File: config.mk
export PLATFORM = sky130hd
export DESIGN_NAME = mrav_bus_ctrl_flat
export DESIGN_NICKNAME = d
export VERILOG_FILES = /design/src/rtl/mrav_bus_ctrl_if.sv /design/src/rtl/mrav_bus_ctrl.sv /design/src/flat_wrapper.sv
export SDC_FILE = /design/constraint.sdc
export NUM_CORES = 1
export LEC_CHECK = 0
export ABC_CLOCK_PERIOD_IN_PS = 2200
export CAP_MARGIN = 5
export CORE_UTILIZATION = 35
export CTS_BUF_LIST = sky130_fd_sc_hd__clkbuf_8 sky130_fd_sc_hd__clkbuf_16
export DETAILED_ROUTE_END_ITERATION = 16
export PLACE_DENSITY = 0.81
export SYNTH_ARGS = -nofsm -noshare
export SYNTH_HDL_FRONTEND = slang
export SYNTH_SLANG_ARGS = --single-unit
export TNS_END_PERCENT = 20
File: constraint.sdc
create_clock -name clk -period 2.2 [get_ports clk]
set_clock_uncertainty 0.15 [all_clocks]
set_input_delay 0.22 -clock clk [delete_from_list [all_inputs] [get_ports clk]]
set_output_delay 0.22 -clock clk [all_outputs]
set_load 0.01 [all_outputs]
File: src/rtl/mrav_bus_ctrl_if.sv
// ============================================================================
// mrav_bus_ctrl_if: CPU-side and peripheral-side signals of the MRAV bus. Rev 1.0
// ============================================================================
`default_nettype none

interface mrav_bus_ctrl_if #(
   parameter int ADDR_WIDTH = 16,
   parameter int DATA_WIDTH = 16
);
   logic                  cpu_read;
   logic                  cpu_write;
   logic [ADDR_WIDTH-1:0] cpu_addr;
   logic [DATA_WIDTH-1:0] cpu_wdata;
   logic [DATA_WIDTH-1:0] cpu_rdata;
   logic                  cpu_done;
   logic                  cpu_err;
   logic                  cpu_busy;

   logic [ADDR_WIDTH-1:0] per_addr;
   logic [DATA_WIDTH-1:0] per_wdata;

   logic                  mem_read;
   logic                  mem_write;
   logic [DATA_WIDTH-1:0] mem_rdata;
   logic                  mem_read_done;
   logic                  mem_write_done;

   logic                  gpio_read;
   logic                  gpio_write;
   logic [DATA_WIDTH-1:0] gpio_rdata;
   logic                  gpio_read_done;
   logic                  gpio_write_done;

   // Controller view: it is the bus master towards the peripherals.
   modport master (
      input  cpu_read, cpu_write, cpu_addr, cpu_wdata,
      output cpu_rdata, cpu_done, cpu_err, cpu_busy,
      output per_addr, per_wdata,
      output mem_read, mem_write,
      input  mem_rdata, mem_read_done, mem_write_done,
      output gpio_read, gpio_write,
      input  gpio_rdata, gpio_read_done, gpio_write_done
   );

   modport slave (
      output cpu_read, cpu_write, cpu_addr, cpu_wdata,
      input  cpu_rdata, cpu_done, cpu_err, cpu_busy,
      input  per_addr, per_wdata,
      input  mem_read, mem_write,
      output mem_rdata, mem_read_done, mem_write_done,
      input  gpio_read, gpio_write,
      output gpio_rdata, gpio_read_done, gpio_write_done
   );
endinterface

`default_nettype wire

File: src/rtl/mrav_bus_ctrl.sv
// ============================================================================
// mrav_bus_ctrl: single-master CPU load/store to peripheral bus controller. Rev 1.0
// ============================================================================
`default_nettype none

module mrav_bus_ctrl #(
   parameter int                    ADDR_WIDTH = 16,
   parameter int                    DATA_WIDTH = 16,
   parameter logic [ADDR_WIDTH-1:0] MEM_SIZE   = 16'h4000,
   parameter logic [ADDR_WIDTH-1:0] GPIO_ADDR  = 16'hFF00,
   parameter int                    TIMEOUT    = 16
) (
   input  logic            clk,
   input  logic            rst,
   mrav_bus_ctrl_if.master bus
);

   localparam int                CNT_W   = $clog2(TIMEOUT + 1);
   localparam logic [CNT_W-1:0] CNT_MAX = CNT_W'(TIMEOUT - 1);

   typedef enum logic [1:0] {
      IDLE   = 2'd0,
      ACCESS = 2'd1,
      RESP   = 2'd2
   } state_t;

   state_t                r_state,   w_state;
   logic                  r_is_read, w_is_read;
   logic                  r_is_gpio, w_is_gpio;
   logic [CNT_W-1:0]      r_cnt,     w_cnt;
   logic [ADDR_WIDTH-1:0] r_addr,    w_addr;
   logic [DATA_WIDTH-1:0] r_wdata,   w_wdata;
   logic [DATA_WIDTH-1:0] r_rdata,   w_rdata;
   logic                  r_err,     w_err;
   logic                  r_mem_read,   w_mem_read;
   logic                  r_mem_write,  w_mem_write;
   logic                  r_gpio_read,  w_gpio_read;
   logic                  r_gpio_write, w_gpio_write;
   logic                  w_tgt_done;
   logic [DATA_WIDTH-1:0] w_tgt_rdata;
   logic                  w_in_access;

   always_ff @(posedge clk) begin
      if (rst) begin
         r_state      <= IDLE;
         r_is_read    <= 1'b0;
         r_is_gpio    <= 1'b0;
         r_cnt        <= '0;
         r_addr       <= '0;
         r_wdata      <= '0;
         r_rdata      <= '0;
         r_err        <= 1'b0;
         r_mem_read   <= 1'b0;
         r_mem_write  <= 1'b0;
         r_gpio_read  <= 1'b0;
         r_gpio_write <= 1'b0;
      end else begin
         r_state      <= w_state;
         r_is_read    <= w_is_read;
         r_is_gpio    <= w_is_gpio;
         r_cnt        <= w_cnt;
         r_addr       <= w_addr;
         r_wdata      <= w_wdata;
         r_rdata      <= w_rdata;
         r_err        <= w_err;
         r_mem_read   <= w_mem_read;
         r_mem_write  <= w_mem_write;
         r_gpio_read  <= w_gpio_read;
         r_gpio_write <= w_gpio_write;
      end
   end

   always_comb begin
      w_state   = r_state;
      w_is_read = r_is_read;
      w_is_gpio = r_is_gpio;
      w_cnt     = r_cnt;
      w_addr    = r_addr;
      w_wdata   = r_wdata;
      w_rdata   = r_rdata;
      w_err     = r_err;

      // Only the addressed slave's done for the latched op may end an access.
      if (r_is_gpio)
         w_tgt_done = r_is_read ? bus.gpio_read_done : bus.gpio_write_done;
      else
         w_tgt_done = r_is_read ? bus.mem_read_done : bus.mem_write_done;
      w_tgt_rdata = r_is_gpio ? bus.gpio_rdata : bus.mem_rdata;

      case (r_state)
         IDLE: begin
            if (bus.cpu_read && bus.cpu_write) begin
               w_state = RESP;
               w_err   = 1'b1;
               w_rdata = '0;
            end else if (bus.cpu_read || bus.cpu_write) begin
               w_addr    = bus.cpu_addr;
               w_wdata   = bus.cpu_wdata;
               w_is_read = bus.cpu_read;
               w_cnt     = '0;
               if (bus.cpu_addr < MEM_SIZE) begin
                  w_is_gpio = 1'b0;
                  w_state   = ACCESS;
               end else if (bus.cpu_addr == GPIO_ADDR) begin
                  w_is_gpio = 1'b1;
                  w_state   = ACCESS;
               end else begin
                  w_state = RESP;
                  w_err   = 1'b1;
                  w_rdata = '0;
               end
            end
         end
         ACCESS: begin
            if (w_tgt_done) begin
               w_state = RESP;
               w_err   = 1'b0;
               w_rdata = r_is_read ? w_tgt_rdata : '0;
            end else if (r_cnt == CNT_MAX) begin
               w_state = RESP;
               w_err   = 1'b1;
               w_rdata = '0;
            end else begin
               w_cnt = r_cnt + CNT_W'(1);
            end
         end
         RESP:    w_state = IDLE;
         default: w_state = IDLE;
      endcase

      // Strobes are registered from the next state so they drop on the done edge.
      w_in_access  = (w_state == ACCESS);
      w_mem_read   = w_in_access && !w_is_gpio &&  w_is_read;
      w_mem_write  = w_in_access && !w_is_gpio && !w_is_read;
      w_gpio_read  = w_in_access &&  w_is_gpio &&  w_is_read;
      w_gpio_write = w_in_access &&  w_is_gpio && !w_is_read;
   end

   assign bus.cpu_rdata  = r_rdata;
   assign bus.cpu_err    = r_err;
   assign bus.cpu_done   = (r_state == RESP);
   assign bus.cpu_busy   = (r_state != IDLE);
   assign bus.per_addr   = r_addr;
   assign bus.per_wdata  = r_wdata;
   assign bus.mem_read   = r_mem_read;
   assign bus.mem_write  = r_mem_write;
   assign bus.gpio_read  = r_gpio_read;
   assign bus.gpio_write = r_gpio_write;

endmodule

`default_nettype wire

File: src/flat_wrapper.sv
// flat-port wrapper written by rule: the top's interface ports become plain ports
module mrav_bus_ctrl_flat 
#(
   parameter int                    ADDR_WIDTH = 16,
   parameter int                    DATA_WIDTH = 16,
   parameter logic [ADDR_WIDTH-1:0] MEM_SIZE   = 16'h4000,
   parameter logic [ADDR_WIDTH-1:0] GPIO_ADDR  = 16'hFF00,
   parameter int                    TIMEOUT    = 16
)
  (clk, rst, bus_cpu_read, bus_cpu_write, bus_cpu_addr, bus_cpu_wdata, bus_cpu_rdata, bus_cpu_done, bus_cpu_err, bus_cpu_busy, bus_per_addr, bus_per_wdata, bus_mem_read, bus_mem_write, bus_mem_rdata, bus_mem_read_done, bus_mem_write_done, bus_gpio_read, bus_gpio_write, bus_gpio_rdata, bus_gpio_read_done, bus_gpio_write_done);
  mrav_bus_ctrl_if #(.ADDR_WIDTH(ADDR_WIDTH), .DATA_WIDTH(DATA_WIDTH)) bus_i ();
  input  logic clk;
  input  logic rst;
  input wire logic [$bits(bus_i.cpu_read)-1:0] bus_cpu_read;
  input wire logic [$bits(bus_i.cpu_write)-1:0] bus_cpu_write;
  input wire logic [$bits(bus_i.cpu_addr)-1:0] bus_cpu_addr;
  input wire logic [$bits(bus_i.cpu_wdata)-1:0] bus_cpu_wdata;
  output wire logic [$bits(bus_i.cpu_rdata)-1:0] bus_cpu_rdata;
  output wire logic [$bits(bus_i.cpu_done)-1:0] bus_cpu_done;
  output wire logic [$bits(bus_i.cpu_err)-1:0] bus_cpu_err;
  output wire logic [$bits(bus_i.cpu_busy)-1:0] bus_cpu_busy;
  output wire logic [$bits(bus_i.per_addr)-1:0] bus_per_addr;
  output wire logic [$bits(bus_i.per_wdata)-1:0] bus_per_wdata;
  output wire logic [$bits(bus_i.mem_read)-1:0] bus_mem_read;
  output wire logic [$bits(bus_i.mem_write)-1:0] bus_mem_write;
  input wire logic [$bits(bus_i.mem_rdata)-1:0] bus_mem_rdata;
  input wire logic [$bits(bus_i.mem_read_done)-1:0] bus_mem_read_done;
  input wire logic [$bits(bus_i.mem_write_done)-1:0] bus_mem_write_done;
  output wire logic [$bits(bus_i.gpio_read)-1:0] bus_gpio_read;
  output wire logic [$bits(bus_i.gpio_write)-1:0] bus_gpio_write;
  input wire logic [$bits(bus_i.gpio_rdata)-1:0] bus_gpio_rdata;
  input wire logic [$bits(bus_i.gpio_read_done)-1:0] bus_gpio_read_done;
  input wire logic [$bits(bus_i.gpio_write_done)-1:0] bus_gpio_write_done;
  assign bus_i.cpu_read = bus_cpu_read;
  assign bus_i.cpu_write = bus_cpu_write;
  assign bus_i.cpu_addr = bus_cpu_addr;
  assign bus_i.cpu_wdata = bus_cpu_wdata;
  assign bus_cpu_rdata = bus_i.cpu_rdata;
  assign bus_cpu_done = bus_i.cpu_done;
  assign bus_cpu_err = bus_i.cpu_err;
  assign bus_cpu_busy = bus_i.cpu_busy;
  assign bus_per_addr = bus_i.per_addr;
  assign bus_per_wdata = bus_i.per_wdata;
  assign bus_mem_read = bus_i.mem_read;
  assign bus_mem_write = bus_i.mem_write;
  assign bus_i.mem_rdata = bus_mem_rdata;
  assign bus_i.mem_read_done = bus_mem_read_done;
  assign bus_i.mem_write_done = bus_mem_write_done;
  assign bus_gpio_read = bus_i.gpio_read;
  assign bus_gpio_write = bus_i.gpio_write;
  assign bus_i.gpio_rdata = bus_gpio_rdata;
  assign bus_i.gpio_read_done = bus_gpio_read_done;
  assign bus_i.gpio_write_done = bus_gpio_write_done;
  mrav_bus_ctrl #(.ADDR_WIDTH(ADDR_WIDTH), .DATA_WIDTH(DATA_WIDTH), .MEM_SIZE(MEM_SIZE), .GPIO_ADDR(GPIO_ADDR), .TIMEOUT(TIMEOUT)) u_core (.clk(clk), .rst(rst), .bus(bus_i));
endmodule
==> results_dict.tcl, run 1 <==
set metrics [dict create \
    required_ns 2.32 \
    antenna_left 0 \
    placed_cells 550 \
    critPathMostFrequentCell "ha_1" \
    rsz0062_at_grt "true" \
    power_density_mw_per_mm2 633.8 \
    status "finished, final reports clean" \
    total_power_mw 2.810 \
    synthTopCellsByCount "nand2_1 (70), dfxtp_1 (62), a21oi_1 (40)" \
    wirelength_um 7903 \
    synthFlopType "dfxtp_1" \
    cap_violations 0 \
    post-dp-hpwl_um 5692 \
    crit_buf_inv 0 \
    io_pins 127 \
    critPathCaptureType "flip-flop" \
    slew_headroom_pct 44.84 \
    routed-via-count 2821 \
    core_area_mm2 0.007687 \
    synth_seq_cells 62 \
    crit_arrival_ns 2.30 \
    io_buffers 126 \
    wl_per_cell_um 13.96 \
    period_share_pct 99.29 \
    gp_congestion 0.8189 \
    cts_sinks 62 \
    via_per_inst 4.984 \
    cts_made_buffers 9 \
    cp_cell_sequence "ha_1 -> and3_1 -> ha_1 -> nand2b_2 -> a2bb2oi_2 -> or4_4 -> a21oi_2" \
    tightest_slew_ns 0.8114 \
    yosysUniqueCellTypes 41 \
    syn_to_final_growth_pct 60.43 \
    syn_nets 402 \
    grt_pass1_vias 2781 \
    start_util_pct 35.95 \
    yosysTopAreaCellShare_pct 44.91 \
    critPathKind "flip-flop to flip-flop" \
    htree_levels 3 \
    root_buffer "clkbuf_8" \
    dieArea_mm2 0.008256 \
    finalSetupTns_ns 0 \
    diodes 0 \
    yosysSeqAreaShare_pct 44.91 \
    fin_nets 533 \
    synth.most_common_cell "nand2_1" \
    drtIter0Drc 138 \
    synth_area_leader_cell "dfxtp_1" \
    clock_latency_ns 0.33 \
    cts_hold_buffers 0 \
    grt_pass1_wl_um 12970 \
    grt.overflow.total 0 \
    antenna_found_initial 0 \
    synthTopCellsByArea "dfxtp_1 (45%), nand2_1 (9.5%), a21oi_1 (7.2%)" \
    avgSynthCellArea_um2 8.427 \
    cts.clk_slew.worst_paths_ns 0.07 \
    grt_max_degree 34 \
    rows 32 \
    dr.pass1.iters 4 \
    drive_above_1_share_pct 12.07 \
    cp_max_fo 7 \
    hold_slack_ns 0.1163 \
    dieWidth_um 90.87 \
    hold_viol_final 0 \
    die_h_um 90.87 \
    cp_top_family "simple AND/OR/NAND/NOR gates" \
    gr-usage-all-layers_pct 19.66 \
    fin_cells 566 \
    peakVddDrop_uv 536.5 \
    cts_setup_buffers 0 \
    synth_edf_count 0 \
    start_kind "flip-flop" \
    syn-instance-count 328 \
    yosys_warnings 0 \
    drc 0 \
    slew_viol_final 0 \
    critical-path-max-stage-delay_ns 0.44 \
    place_area_mm2 0.004208 \
    cts_tree "done" \
    syn_area_mm2 0.002764 \
    final_area_mm2 0.004434 \
    timing.fmax_mhz 457.8 \
    hold_path.class "input port to flip-flop" \
    period_needed_ns 2.184 \
    async_reset_ff_share_pct 0 \
    p_leak_nw 1.533 \
    clock_path_buffers 2 \
    critical_path.slowest_cell "or4_4" \
    finalSetupViolCount 0 \
]
==> cells in the final DEF (no fill, tap or decap), types with 10 or more instances in the layout <==
cell type,n
a211oi_2,10
a21oi_1,39
buf_4,12
clkbuf_8,11
clkdlybuf4s50_1,125
dfxtp_1,61
mux2i_1,16
nand2_1,70
nor2_1,35
nor3_1,20
==> per-layer routing <==
layer / GRT usage [%] / vias up / routed length [um]
met1: 22.81 / 1290 / 3206
met2: 33.52 / 113 / 3924
met4: 8.069 / 0 / 138
met5: 0 / - / 0
met3: 6.061 / 14 / 633
li1: - / 1404 / -
==> per-stage QoR <==
step | utilization, % | worst slack, ns
after floorplan | - | 0.1352
after global routing | 57.68 | -0.05878
after detailed placement | 54.74 | -0.2065
after CTS | 57.47 | 0.01924
final | 57.68 | 0.01564
after global placement | 54.74 | -0.1522
==> worst min-delay path, cell delays in order <==
cell      delay, ns
buf_2          0.12
a21oi_1        0.07
a21boi_1       0.13
==> kinds of logic (layout without fill, tap and decap cells) <==
logic type	count (synthesis)	in the layout	share of synthesized area [%]
mux	18	18	6.971
fa+ha+maj	2	2	0.9052
simple gates	147	147	24.67
xor+xnor	1	1	0.3169
buf+inv	26	162	3.938
flops	62	62	44.91
compound gates	72	72	18.29
==> sequential cells by signal (all words and copies together), names as in the netlist, 2 cells and up <==
register and flops:
u_core.bus.cpu_rdata 16, u_core.bus.per_addr 16, u_core.bus.per_wdata 16, u_core.r_cnt 5
u_core.r_state 2
==> path summary, 6_finish.rpt <==
kind	slack [ns]	start	end	depth (start not counted)
hold reg to reg	0.30	u_core.bus.per_addr[2]	u_core.bus.per_addr[2]	2
setup / recovery	0.02	u_core.r_cnt[0]	u_core.r_cnt[4]	7
hold / removal	0.12	rst	u_core.r_cnt[3]	3
setup reg to reg	0.02	u_core.r_cnt[0]	u_core.r_cnt[4]	7
==> cell type report <==
| cell class | count | area [um2] |
|---|---|---|
| Clock inverter | 5 | 48.80 |
| Timing Repair Buffer | 141 | 1406 |
| Inverter | 5 | 18.77 |
| Fill cell | 676 | 3253 |
| Multi-Input combinational cell | 240 | 1439 |
| Tap cell | 102 | 127.6 |
| Clock buffer | 11 | 151.4 |
| Sequential cell | 62 | 1242 |
==> where the power goes <==
group          leakage, nW  switching [mW]  internal, mW
sequential           0.506          0.0373          1.18
combinational        0.918           0.272         0.314
clock                0.110           0.432         0.575
==> what timing repair did <==
item,CTS,global route
endpoints found under the hold margin,0,0
endpoints found under the setup margin,2,5
gates resized for setup,2,5
Note: power is estimated with default switching activity, not from simulation.
==> run 2: changes to the inputs <==
Settings changed: HOLD_SLACK_MARGIN set to 0.06, SLEW_MARGIN set to 30.
==> run 2 against run 1 <==
Against the previous run: total power shrank 5.6%; design area decreased by 1.2%; fmax up 0.58%; clock power down 16%; non-clock buffer count did not move; via count down 0.50%; flip-flop and latch count is the same; critical path type unchanged; final cell count shrank 0.53%; count of clock-buffer cells in the layout stayed put; utilization fell by 0.67 points.
==> results_dict.tcl, run 2 (same netlist as run 1, synthesis figures left out) <==
set metrics [dict create \
    status "finished, final reports clean" \
    dieWidth_um 90.87 \
    cp_max_fo 7 \
    power_density_mw_per_mm2 605.1 \
    critPathCaptureType "flip-flop" \
    hold_path.class "input port to flip-flop" \
    cts_sinks 62 \
    fin_cells 563 \
    start_kind "flip-flop" \
    rows 32 \
    hold_path_depth 3 \
    finalSetupViolCount 0 \
    multi_input_area_mm2 0.001426 \
    hold_viol_final 0 \
    grt.overflow.total 0 \
    r2r-end "u_core.r_cnt[4]" \
    pre_cts_slack_ns -0.2072 \
    antenna_found_initial 0 \
    drtIter0Drc 173 \
    clock_latency_ns 0.32 \
    finalSetupTns_ns 0 \
    reg2reg_from "u_core.r_cnt[0]" \
    critPathMostFrequentCell "ha_1" \
    wl_per_cell_um 13.65 \
    clock_path_buffers 2 \
    hp-start "rst" \
    period_share_pct 98.72 \
    slew_viol_final 0 \
    fin_nets 533 \
    cts.clk_slew.worst_paths_ns 0.06 \
    fillers 684 \
    grt_pass1_vias 2743 \
    regArea_mm2 0.001242 \
    setup_slack_ns 0.02815 \
    placed_cells 550 \
    cts_tree "done" \
    critPathKind "flip-flop to flip-flop" \
    gr-usage-all-layers_pct 19.13 \
    diodes 0 \
    p_leak_nw 1.506 \
    required_ns 2.31 \
    final_common_cell "clkdlybuf4s50_1" \
    dieArea_mm2 0.008256 \
    peakVddDrop_uv 399.4 \
    wirelength_um 7685 \
    via_per_inst 4.986 \
    htree_levels 3 \
    drc 0 \
    timing.fmax_mhz 460.4 \
    io_buffers 126 \
    core_area_mm2 0.007687 \
    critical-path-max-stage-delay_ns 0.41 \
    drive_above_1_share_pct 11.06 \
    antenna_left 0 \
    root_buffer "clkbuf_8" \
    slew_headroom_pct 45.36 \
    hold_slack_ns 0.09903 \
    dr.pass1.iters 4 \
    routed-via-count 2807 \
    period_needed_ns 2.172 \
    grt_pass1_wl_um 12660 \
    io_pins 127 \
    post-dp-hpwl_um 5709 \
    critical_path.slowest_cell "or4_1" \
    gp_congestion 0.8189 \
    die_h_um 90.87 \
    start_util_pct 35.95 \
    ff2ff_path_depth 7 \
    grt_max_degree 34 \
    crit_arrival_ns 2.28 \
    cap_violations 0 \
    rrSetupSlack_ns 0.03 \
    min_delay_worst_endpoint "u_core.r_cnt[3]" \
    post-route-util_pct 57.02 \
    syn_to_final_growth_pct 58.58 \
    crit_buf_inv 0 \
    rsz0062_at_grt "true" \
    cts_made_buffers 9 \
    layout_common_cells "clkdlybuf4s50_1 (125), nand2_1 (70), dfxtp_1 (61), a21oi_1 (40), nor2_1 (35)" \
    tightest_slew_ns 0.8038 \
    cp_top_family "simple AND/OR/NAND/NOR gates" \
    cp_cell_sequence "ha_1 -> and3_1 -> ha_1 -> nand2b_2 -> a2bb2oi_2 -> or4_1 -> a21oi_1" \
]
==> run 2: cell type report <==
cell class | count | area share, %
multi-input cells | 240 | 32.54
repair buffers | 141 | 32.09
flip-flops and latches | 62 | 28.35
clock buffers | 11 | 3.454
well taps | 102 | 2.912
inverters | 5 | 0.4282
clock inverters | 2 | 0.2284
==> run 2: power by group <==
| part | internal (mW) | total (mW) | switching [mW] |
|---|---|---|---|
| Sequential | 1.18 | 1.22 | 0.0372 |
| Clock | 0.448 | 0.851 | 0.403 |
| Combinational | 0.314 | 0.584 | 0.270 |
==> run 2: per-layer routing <==
layer	up-vias	GRT usage, %	part of all wire, %
met2	102	31.82	47
met1	1292	22.35	42
met4	0	8.201	2.4
met5	-	0	0
met3	16	6.481	8.1
li1	1397	-	-
==> run 2: worst max-delay path by stage <==
stage | start | end | slack [ns] | depth (start not counted)
after floorplan | u_core.r_cnt[0] | u_core.bus.cpu_rdata[10] | 0.14 | 8
after global placement | bus_cpu_addr[0] | u_core.bus.cpu_rdata[15] | -0.15 | 7
after detailed placement | bus_cpu_addr[0] | u_core.bus.cpu_rdata[3] | -0.21 | 7
after CTS | u_core.r_cnt[0] | u_core.r_cnt[0] | 0.02 | 8
after global routing | u_core.r_cnt[0] | u_core.r_cnt[4] | -0.05 | 7
final | u_core.r_cnt[0] | u_core.r_cnt[4] | 0.03 | 7
==> run 2: per-stage QoR <==
stage | total power, mW | instance area, um2
final | 2.652 | 4383
after global routing | 2.784 | 4383
after CTS | 2.675 | 4373
after detailed placement | 1.821 | 4212
after global placement | 1.807 | 4208
after floorplan | 1.490 | 2764
==> run 2: worst reg2reg max path, delay by kind of cell, from the launching register on <==
kind	cells	cell delay (ns)
AOI/OAI and AO/OA	2	0.36
adders and majority gates	2	0.44
DFF	1	0.35
and+or+nand+nor	3	0.81
==> run 2: timing repair <==
action	in CTS	in global routing
gates resized for setup	0	3
hold buffers	0	0
endpoints found under the setup margin	0	6
buffers inserted	0	0
